**src/rtl/uart_rx_fifo_pkg.sv**
```systemverilog
// Shared UART peripheral parameters: receive FIFO defaults and sizing helpers.
package uart_rx_fifo_pkg;

    localparam int UART_RX_DEPTH          = 4;
    localparam int UART_RX_WIDTH          = 8;
    localparam int UART_RX_THRESHOLD      = 2;
    localparam int UART_RX_TIMEOUT_CYCLES = 4096;

    // Per-cycle FIFO operation, encoded as {write accepted, read accepted}.
    typedef enum logic [1:0] {
        FIFO_IDLE  = 2'b00,
        FIFO_RD    = 2'b01,
        FIFO_WR    = 2'b10,
        FIFO_WR_RD = 2'b11
    } fifo_op_e;

    // Width of a fill-level counter that must represent 0..depth inclusive.
    function automatic int count_w(input int depth);
        return $clog2(depth + 1);
    endfunction

    function automatic int ptr_w(input int depth);
        return (depth > 1) ? $clog2(depth) : 1;
    endfunction

endpackage

```
**src/rtl/uart_fifo.sv**
```systemverilog
// Generic synchronous show-ahead FIFO; power-of-two depth so pointers wrap naturally.
module uart_fifo
    import uart_rx_fifo_pkg::*;
#(
    parameter  int DEPTH = UART_RX_DEPTH,
    parameter  int WIDTH = UART_RX_WIDTH,
    localparam int CW    = count_w(DEPTH),
    localparam int PW    = ptr_w(DEPTH)
) (
    input  logic             clk,
    input  logic             rst,
    input  logic             wr_en,
    input  logic [WIDTH-1:0] wr_data,
    input  logic             rd_en,
    output logic [WIDTH-1:0] rd_data,
    output logic [CW-1:0]    count,
    output logic             empty,
    output logic             full
);

    logic [WIDTH-1:0] mem [DEPTH];
    logic [PW-1:0]    wr_ptr;
    logic [PW-1:0]    rd_ptr;
    logic [CW-1:0]    cnt_q;
    logic             wr_ok;
    logic             rd_ok;
    fifo_op_e         op;

    assign full    = (cnt_q == CW'(DEPTH));
    assign empty   = (cnt_q == '0);
    assign wr_ok   = wr_en & ~full;
    assign rd_ok   = rd_en & ~empty;
    assign op      = fifo_op_e'({wr_ok, rd_ok});
    assign rd_data = mem[rd_ptr];
    assign count   = cnt_q;

    always_ff @(posedge clk) begin
        if (rst) begin
            wr_ptr <= '0;
            rd_ptr <= '0;
            cnt_q  <= '0;
        end else begin
            if (wr_ok) wr_ptr <= wr_ptr + PW'(1);
            if (rd_ok) rd_ptr <= rd_ptr + PW'(1);
            case (op)
                FIFO_WR: cnt_q <= cnt_q + CW'(1);
                FIFO_RD: cnt_q <= cnt_q - CW'(1);
                default: cnt_q <= cnt_q;
            endcase
        end
    end

    // Storage is data only; held bytes are discarded by the pointer reset.
    always_ff @(posedge clk) begin
        if (wr_ok) mem[wr_ptr] <= wr_data;
    end

endmodule

```
**src/rtl/uart_rx_fifo.sv**
```systemverilog
// UART receive FIFO: accepts bytes from the receiver, raises irq on fill level or idle timeout.
module uart_rx_fifo
    import uart_rx_fifo_pkg::*;
#(
    parameter  int DEPTH          = UART_RX_DEPTH,
    parameter  int WIDTH          = UART_RX_WIDTH,
    parameter  int THRESHOLD      = UART_RX_THRESHOLD,
    parameter  int TIMEOUT_CYCLES = UART_RX_TIMEOUT_CYCLES,
    localparam int CW             = count_w(DEPTH),
    localparam int TW             = $clog2(TIMEOUT_CYCLES)
) (
    input  logic             clk,
    input  logic             rst,
    input  logic             rx_valid,
    input  logic [WIDTH-1:0] rx_data,
    output logic             rx_read,
    input  logic             rd_en,
    output logic [WIDTH-1:0] rd_data,
    output logic             empty,
    output logic             full,
    output logic [CW-1:0]    count,
    output logic             timeout,
    output logic             irq
);

    logic          rd_ok;
    logic [TW-1:0] idle_q;
    logic [TW-1:0] idle_d;
    logic          timeout_q;
    logic          timeout_d;
    logic          irq_q;

    // Acknowledge depends only on registered fill state, so a byte is never taken twice.
    assign rx_read = rx_valid & ~full & ~rst;
    assign rd_ok   = rd_en & ~empty;
    assign timeout = timeout_q;
    assign irq     = irq_q;

    uart_fifo #(
        .DEPTH (DEPTH),
        .WIDTH (WIDTH)
    ) u_fifo (
        .clk     (clk),
        .rst     (rst),
        .wr_en   (rx_read),
        .wr_data (rx_data),
        .rd_en   (rd_en),
        .rd_data (rd_data),
        .count   (count),
        .empty   (empty),
        .full    (full)
    );

    always_comb begin
        idle_d    = idle_q;
        timeout_d = timeout_q;
        if (rx_read || rd_ok || empty)
            idle_d = '0;
        else if (idle_q != TW'(TIMEOUT_CYCLES - 1))
            idle_d = idle_q + TW'(1);
        // A write restarts the idle count but leaves an already-raised flag alone.
        if (rd_ok || empty)
            timeout_d = 1'b0;
        else if (idle_d == TW'(TIMEOUT_CYCLES - 1))
            timeout_d = 1'b1;
    end

    always_ff @(posedge clk) begin
        if (rst) begin
            idle_q    <= '0;
            timeout_q <= 1'b0;
            irq_q     <= 1'b0;
        end else begin
            idle_q    <= idle_d;
            timeout_q <= timeout_d;
            irq_q     <= (count >= CW'(THRESHOLD)) | timeout_q;
        end
    end

endmodule

```
**config.mk**
```make
export PLATFORM = sky130hd
export DESIGN_NAME = uart_rx_fifo
export DESIGN_NICKNAME = d
export VERILOG_FILES = /design/src/rtl/uart_rx_fifo_pkg.sv /design/src/rtl/uart_fifo.sv /design/src/rtl/uart_rx_fifo.sv
export SDC_FILE = /design/constraint.sdc
export NUM_CORES = 1
export LEC_CHECK = 0
export ABC_AREA = 0
export CELL_PAD_IN_SITES_DETAIL_PLACEMENT = 1
export CELL_PAD_IN_SITES_GLOBAL_PLACEMENT = 2
export CORE_AREA = 5 5 75 146
export CTS_BUF_LIST = sky130_fd_sc_hd__clkbuf_4
export CTS_CLUSTER_DIAMETER = 120
export DETAILED_ROUTE_END_ITERATION = 6
export DIE_AREA = 0 0 80 151
export PLACE_DENSITY_LB_ADDON = 0.12
export SYNTH_ARGS = -nofsm -noshare
export SYNTH_HDL_FRONTEND = slang
export SYNTH_SLANG_ARGS = --single-unit
```
**constraint.sdc**
```tcl
create_clock -name clk -period 2.16 [get_ports clk]
set_input_delay 0.432 -clock clk [delete_from_list [all_inputs] [get_ports clk]]
set_output_delay 0.432 -clock clk [all_outputs]
set_load 0.01 [all_outputs]
```
# Yosys cells after proc, flatten, opt, wreduce, memory -nomap -nowiden
# Memory sizes are Yosys's and may differ from the RTL's. A register that Yosys moved wholly into a read port is not among the register bits.
# Index checks and enable logic that the tools add are counted.
# W data, S select, Z words.
[totals]
ff_bits = 21
mem_bits_rw = 32
in_bits = 12
output_inout_bits = 16
elab_cells = 39
mem_count = 1
[memory_table]
columns = ["name", "depth", "width", "read_ports", "rd_ports_with_merged_regs", "wr", "line", "source"]
rows = [
  ["u_fifo.mem", 4, 8, 1, 1, 1, "uart_fifo.sv:21", "logic [WIDTH-1:0] mem [DEPTH];"],
]
[classes]
n_addsub = 5
n_lt_le_gt_ge = 1
eq_ne = 5
muxes = 7
bitwise = 8
reduce_logical = 6
[op_table]
columns = ["operator", "n"]
rows = [
  ["$mux W12", 2],
  ["$add A12 B1 Y12 const B", 1],
  ["$eq A12 B12 Y1 const B", 1],
  ["$ne A12 B12 Y1 const B", 1],
  ["$pmux W3 S2", 1],
  ["$add A2 B1 Y2 const B", 2],
  ["$and A1 B1 Y1", 4],
  ["$mux W2", 2],
  ["$add A3 B1 Y3 const B", 1],
  ["$eq A3 B3 Y1 const B", 1],
  ["$ge A3 B2 Y1 const B", 1],
  ["$logic_not A3 Y1", 1],
  ["$logic_or A1 B1 Y1", 3],
  ["$not A1 Y1", 3],
  ["$sub A3 B1 Y3 const B", 1],
  ["$eq A2 B1 Y1 const B", 1],
  ["$eq A2 B2 Y1 const B", 1],
  ["$mux W1", 2],
  ["$reduce_bool A2 Y1", 1],
  ["$reduce_or A2 Y1", 1],
  ["$or A1 B1 Y1", 1],
]

# Longest topological paths before layout
[logic_depth]
ltp_word = 8
depth_mapped = 11
mapped_depth_nobuf = 11

# Hierarchy
# From an unflattened synthesis, not the netlist that was laid out.
[hier_totals]
hier_cells = 193
area_unflattened_um2 = 2466.1
[modules_own_cells]
columns = ["mod", "instances", "cells_each", "area_each_um2", "seq_area_each_um2"]
rows = [
  ["uart_fifo", 1, 96, 1635.3, 1141.1],
  ["uart_rx_fifo", 1, 97, 830.8, 280.3],
]

# Worst setup path after synthesis
# No wires, ideal clock.
[synth_path]
kind = "flip-flop to flip-flop"
startpoint = "reg u_fifo.cnt_q[1], in the netlist u_fifo.count[1]"
endpoint = "reg u_fifo.cnt_q[2], in the netlist u_fifo.count[2]"
setup_time_ns = 0.071
arrival_ns = 2.217
t_required_ns = 2.089
setup_slack_ns = -0.127
stages_incl_launch_ff = 12
n_path_buf = 0
synth_period_minus_slack_ns = 2.287
path_cell_list = "dfxtp_1 inv_1 and3_1 nand2b_1 nor2_1 inv_1 ha_1 inv_1 fa_1 xor2_1 or3_1 a21oi_1"
[synth_via]
elab_chain_len = 7
elab_cells_between_ends = 14
classes_between = "add/sub: 2; eq/ne: 3; mux: 1; bitwise: 6; reduce/logical: 2"
[synth_rtl]
columns = ["element", "line", "source"]
rows = [
  ["start, declared", "uart_fifo.sv:24", "logic [CW-1:0] cnt_q;"],
  ["start signal, assigned", "uart_fifo.sv:46", "FIFO_WR: cnt_q <= cnt_q + CW'(1);"],
  ["start signal, assigned", "uart_fifo.sv:47", "FIFO_RD: cnt_q <= cnt_q - CW'(1);"],
  ["start signal, assigned", "uart_fifo.sv:48", "default: cnt_q <= cnt_q;"],
  ["$eq A3 B3 Y1 (*)", "uart_fifo.sv:29", "assign full = (cnt_q == CW'(DEPTH));"],
  ["via full", "uart_rx_fifo.sv:20", "output logic full,"],
  ["$not A1 Y1 (*)", "uart_rx_fifo.sv:34", "assign rx_read = rx_valid & ~full & ~rst;"],
  ["$and A1 B1 Y1 (*) (2 in series)", "uart_rx_fifo.sv:34", ""],
  ["via rx_read", "uart_rx_fifo.sv:16", "output logic rx_read,"],
  ["$and A1 B1 Y1 (*)", "uart_fifo.sv:31", "assign wr_ok = wr_en & ~full;"],
  ["$eq A2 B1 Y1 / $eq A2 B2 Y1 (equally long branches)", "uart_fifo.sv:45", "case (op)"],
  ["$pmux W3 S2 / $reduce_bool A2 Y1 (equally long branches)", "--", ""],
]
# The timed path passes the listed nets; every way through them passes the cells marked *.
# A chain may end at the register's enable or synchronous reset.

# Worst setup path after layout
[layout_path]
startpoint = "reg u_fifo.cnt_q[1], in the netlist u_fifo.count[1]"
endpoint = "reg u_fifo.cnt_q[2], in the netlist u_fifo.count[2]"
[layout_via]
elab_chain_len = 7
elab_cells_between_ends = 14
classes_between = "add/sub: 2; eq/ne: 3; mux: 1; bitwise: 6; reduce/logical: 2"
[layout_rtl]
columns = ["element", "line"]
rows = [
  ["$eq A3 B3 Y1", "uart_fifo.sv:29"],
  ["$not A1 Y1", "uart_fifo.sv:31, uart_rx_fifo.sv:34"],
  ["$and A1 B1 Y1 (2 in series)", "uart_rx_fifo.sv:34"],
  ["$and A1 B1 Y1", "uart_fifo.sv:31"],
  ["$eq A2 B1 Y1 / $eq A2 B2 Y1 (equally long branches)", "uart_fifo.sv:45"],
  ["$pmux W3 S2 / $reduce_bool A2 Y1 (equally long branches)", "--"],
]
# Parallel ways exist; a longest one is shown, timed or not.

==> results.yml <==
setup_path:
  r2r_start: "u_fifo.count[1]"
  r2r_cells: 11
  critical_path_class: "reg2reg"
  cp.arrival_ns: 2.43
  crit_required_ns: 2.49
  end_kind: "flop"
  crit_fanout: 2
  rrSetupSlack_ns: 0.06
  cp-start-kind: "flop"
  r2r-end: "u_fifo.count[2]"
finish:
  register_area_sq_mm: 0.00143
  fin_cells: 378
  areaGrowthSynthToFinish_pct: 33.3
  drive_gt1_frac: 0.290
  multi_input_area_sq_um: 948
  final_core_util: 0.327
  n_fill_cell: 1116
  num-nets-final: 263
route:
  postRouteWirelength_um: 5920
  route.detailed.drc: 0
  vias: 1683
  drt-pass1-iter-count: 4
  ant_nets: 0
  drt-initial-drc-count: 48
  via_per_inst: 4.45
  wire_per_inst_um: 15.7
floorplanning:
  initial_core_util: 0.245
  row_count: 51
  die_x_um: 80
  ioPinCount: 28
  coreArea_sq_mm: 0.00970
  dieArea_sq_mm: 0.0121
  die_height_um: 151
global_routing:
  first_global_vias: 1918
  grt_max_degree: 19
  grt_pass1_wl_um: 9740
  grt-ovfl-total: 0
  grt_util_all_layers: 0.108
  antenna_found_initial: 1
placement:
  dp_hpwl_um: 4580
  dp.cells: 364
  gp_congestion: 0.838
  portBuffers: 27
sta:
  layout_min_cycle_time_ns: 2.10
  drv_slew: 0
  post-route-period-util: 0.974
  final-hold-violation-count: 0
  max_freq_mhz: 475
  finalSetupViolCount: 0
  rsz0062_at_grt: "yes"
  slew_headroom: 0.753
  fin_skew_ns: 0.0133
  hold-worst-slack_ns: 0.538
  tightest_slew_ns: 0.368
yosys:
  syn-num-nets: 206
  yosysMostFrequentCell: "edfxtp_1"
  synth_area_per_cell_sq_um: 12.7
  synth_flop_cell: "edfxtp_1"
  synth-seq-cells: 55
  yosys-top-cells-area: "edfxtp_1 40%, dfxtp_1 19%, mux4_2 7.6%"
  postSynthCellCount: 187
  syn-cell-area_sq_mm: 0.00238
  ys_seq_area_frac: 0.597
  synth_common_cells: "32 x edfxtp_1, 23 x dfxtp_1, 22 x nor2_1"
  yosys_warnings: 0
  synth_edf_count: 32
  synth.top_cell.area_share: 0.404
  async_flop_share: 0
  synth_area_leader_cell: "edfxtp_1"
  synth_cell_types: 43
clock_network:
  cts_tree: "done"
  cts_sinks: 55
  clockBufferDepth: 2
  cts-root-buf: "clkbuf_4"
  htree_levels: 2
  clock_latency_ns: 0.38
  postCtsHoldBufs: 0
  numCtsBuffers: 5
  clk_pin_slew_ns: 0.17
min_path:
  worstHoldPathCells: 2
  worstHoldStart: "u_fifo.rd_ptr[1]"
  hold_class: "reg2reg"
job:
  cap_violations: 0
pwr:
  p_total_mw: 2.92
  power_density_mw_per_mm2: 921
  p_leak_nw: 1.14
  ir_drop_mv: 0.412
outcome:
  status: "finished, final reports clean"
-- area by class of cell --
| type | instances | area share |
|---|---|---|
| repair buffers | 57 | 0.158 |
| clock inverters | 3 | 0.0150 |
| well taps | 132 | 0.0521 |
| diodes | 1 | 0.000789 |
| flip-flops and latches | 55 | 0.451 |
| inverters | 11 | 0.0130 |
| clock buffers | 5 | 0.0118 |
| multi-input cells | 114 | 0.299 |
-- through the flow --
stage | setup WS [ns] | instance area (sq um) | setup TNS, ns
floorplan | 0.0352 | 2390 | 0
global placement | -0.195 | 3000 | -0.347
detailed placement | -0.326 | 3000 | -0.558
CTS | 0.00402 | 3100 | 0
global route | -0.0321 | 3170 | -0.0355
finish | 0.0555 | 3170 | 0
-- layout by cell type, fill, tap and decap left out, drive strengths merged, types with 3 or more instances in the layout --
| master | instances |
|---|---|
| a21oi | 3 |
| and2 | 7 |
| and3 | 5 |
| buf | 30 |
| clkbuf | 6 |
| clkdlybuf4s15 | 7 |
| clkdlybuf4s50 | 17 |
| dfxtp | 23 |
| edfxtp | 32 |
| ha | 6 |
| inv | 12 |
| mux2i | 4 |
| mux4 | 8 |
| nand2 | 6 |
| nand3 | 3 |
| nand4 | 4 |
| nor2 | 22 |
| nor3 | 5 |
| nor4 | 3 |
| o21ai | 6 |
| xnor2 | 5 |
| xor2 | 3 |
-- worst max-delay path by stage --
| stage | from | end | cells past startpoint |
|---|---|---|---|
| 2_1_floorplan | u_fifo.count[0] | u_fifo.count[2] | 11 |
| 6_report | u_fifo.count[1] | u_fifo.count[2] | 11 |
| 3_5_place_dp | rd_en | u_fifo.count[2] | 8 |
| 5_1_grt | u_fifo.count[1] | u_fifo.count[2] | 11 |
| 3_3_place_gp | rd_en | u_fifo.count[2] | 8 |
| 4_1_cts | u_fifo.count[0] | u_fifo.count[2] | 11 |
-- metal layers --
metal	wire, um	GRT usage	vias to the layer above
met5	0	0	-
met4	226	0.0567	0
met3	185	0.0226	15
met2	3580	0.216	27
met1	1930	0.0968	839
li1	-	-	802
-- logic make-up after synthesis --
| family | synth area share |
|---|---|
| buf+inv | 0.0289 |
| simple gates | 0.144 |
| flops | 0.597 |
| fa+ha+maj | 0.0400 |
| mux | 0.0925 |
| xor+xnor | 0.0294 |
| compound gates | 0.0678 |
-- sequential cells by signal, indices dropped and copies added (netlist names), named ones only --
name and cells:
idle_q 12, irq 1, timeout 1, u_fifo.count 3, u_fifo.mem 32, u_fifo.rd_ptr 2, u_fifo.wr_ptr 2
-- worst max-delay path, cell delays in order, from the launching register on --
cell and delay, ns:
dfxtp_2 0.37, inv_2 0.07, and3_4 0.18, nand2b_4 0.13, nor2_4 0.04, inv_2 0.06
ha_4 0.12, inv_2 0.04, fa_2 0.37, xor2_2 0.19, or3_4 0.36, a21oi_2 0.12
-- power breakdown --
part | leakage [nW] | internal, mW | switching, mW | total (mW)
Clock | 0.0458 | 0.251 | 0.345 | 0.596
Combinational | 0.610 | 0.586 | 0.470 | 1.06
Sequential | 0.479 | 1.21 | 0.0590 | 1.27
-- what timing repair did --
item                                   in CTS  in global routing
pin swaps                                   0                  5
endpoints found under the hold margin       0                  0
setup buffers                               2                  3
setup endpoints to repair                  11                  9
resized for setup                          18                 20
(Power assumes the default switching activity.)
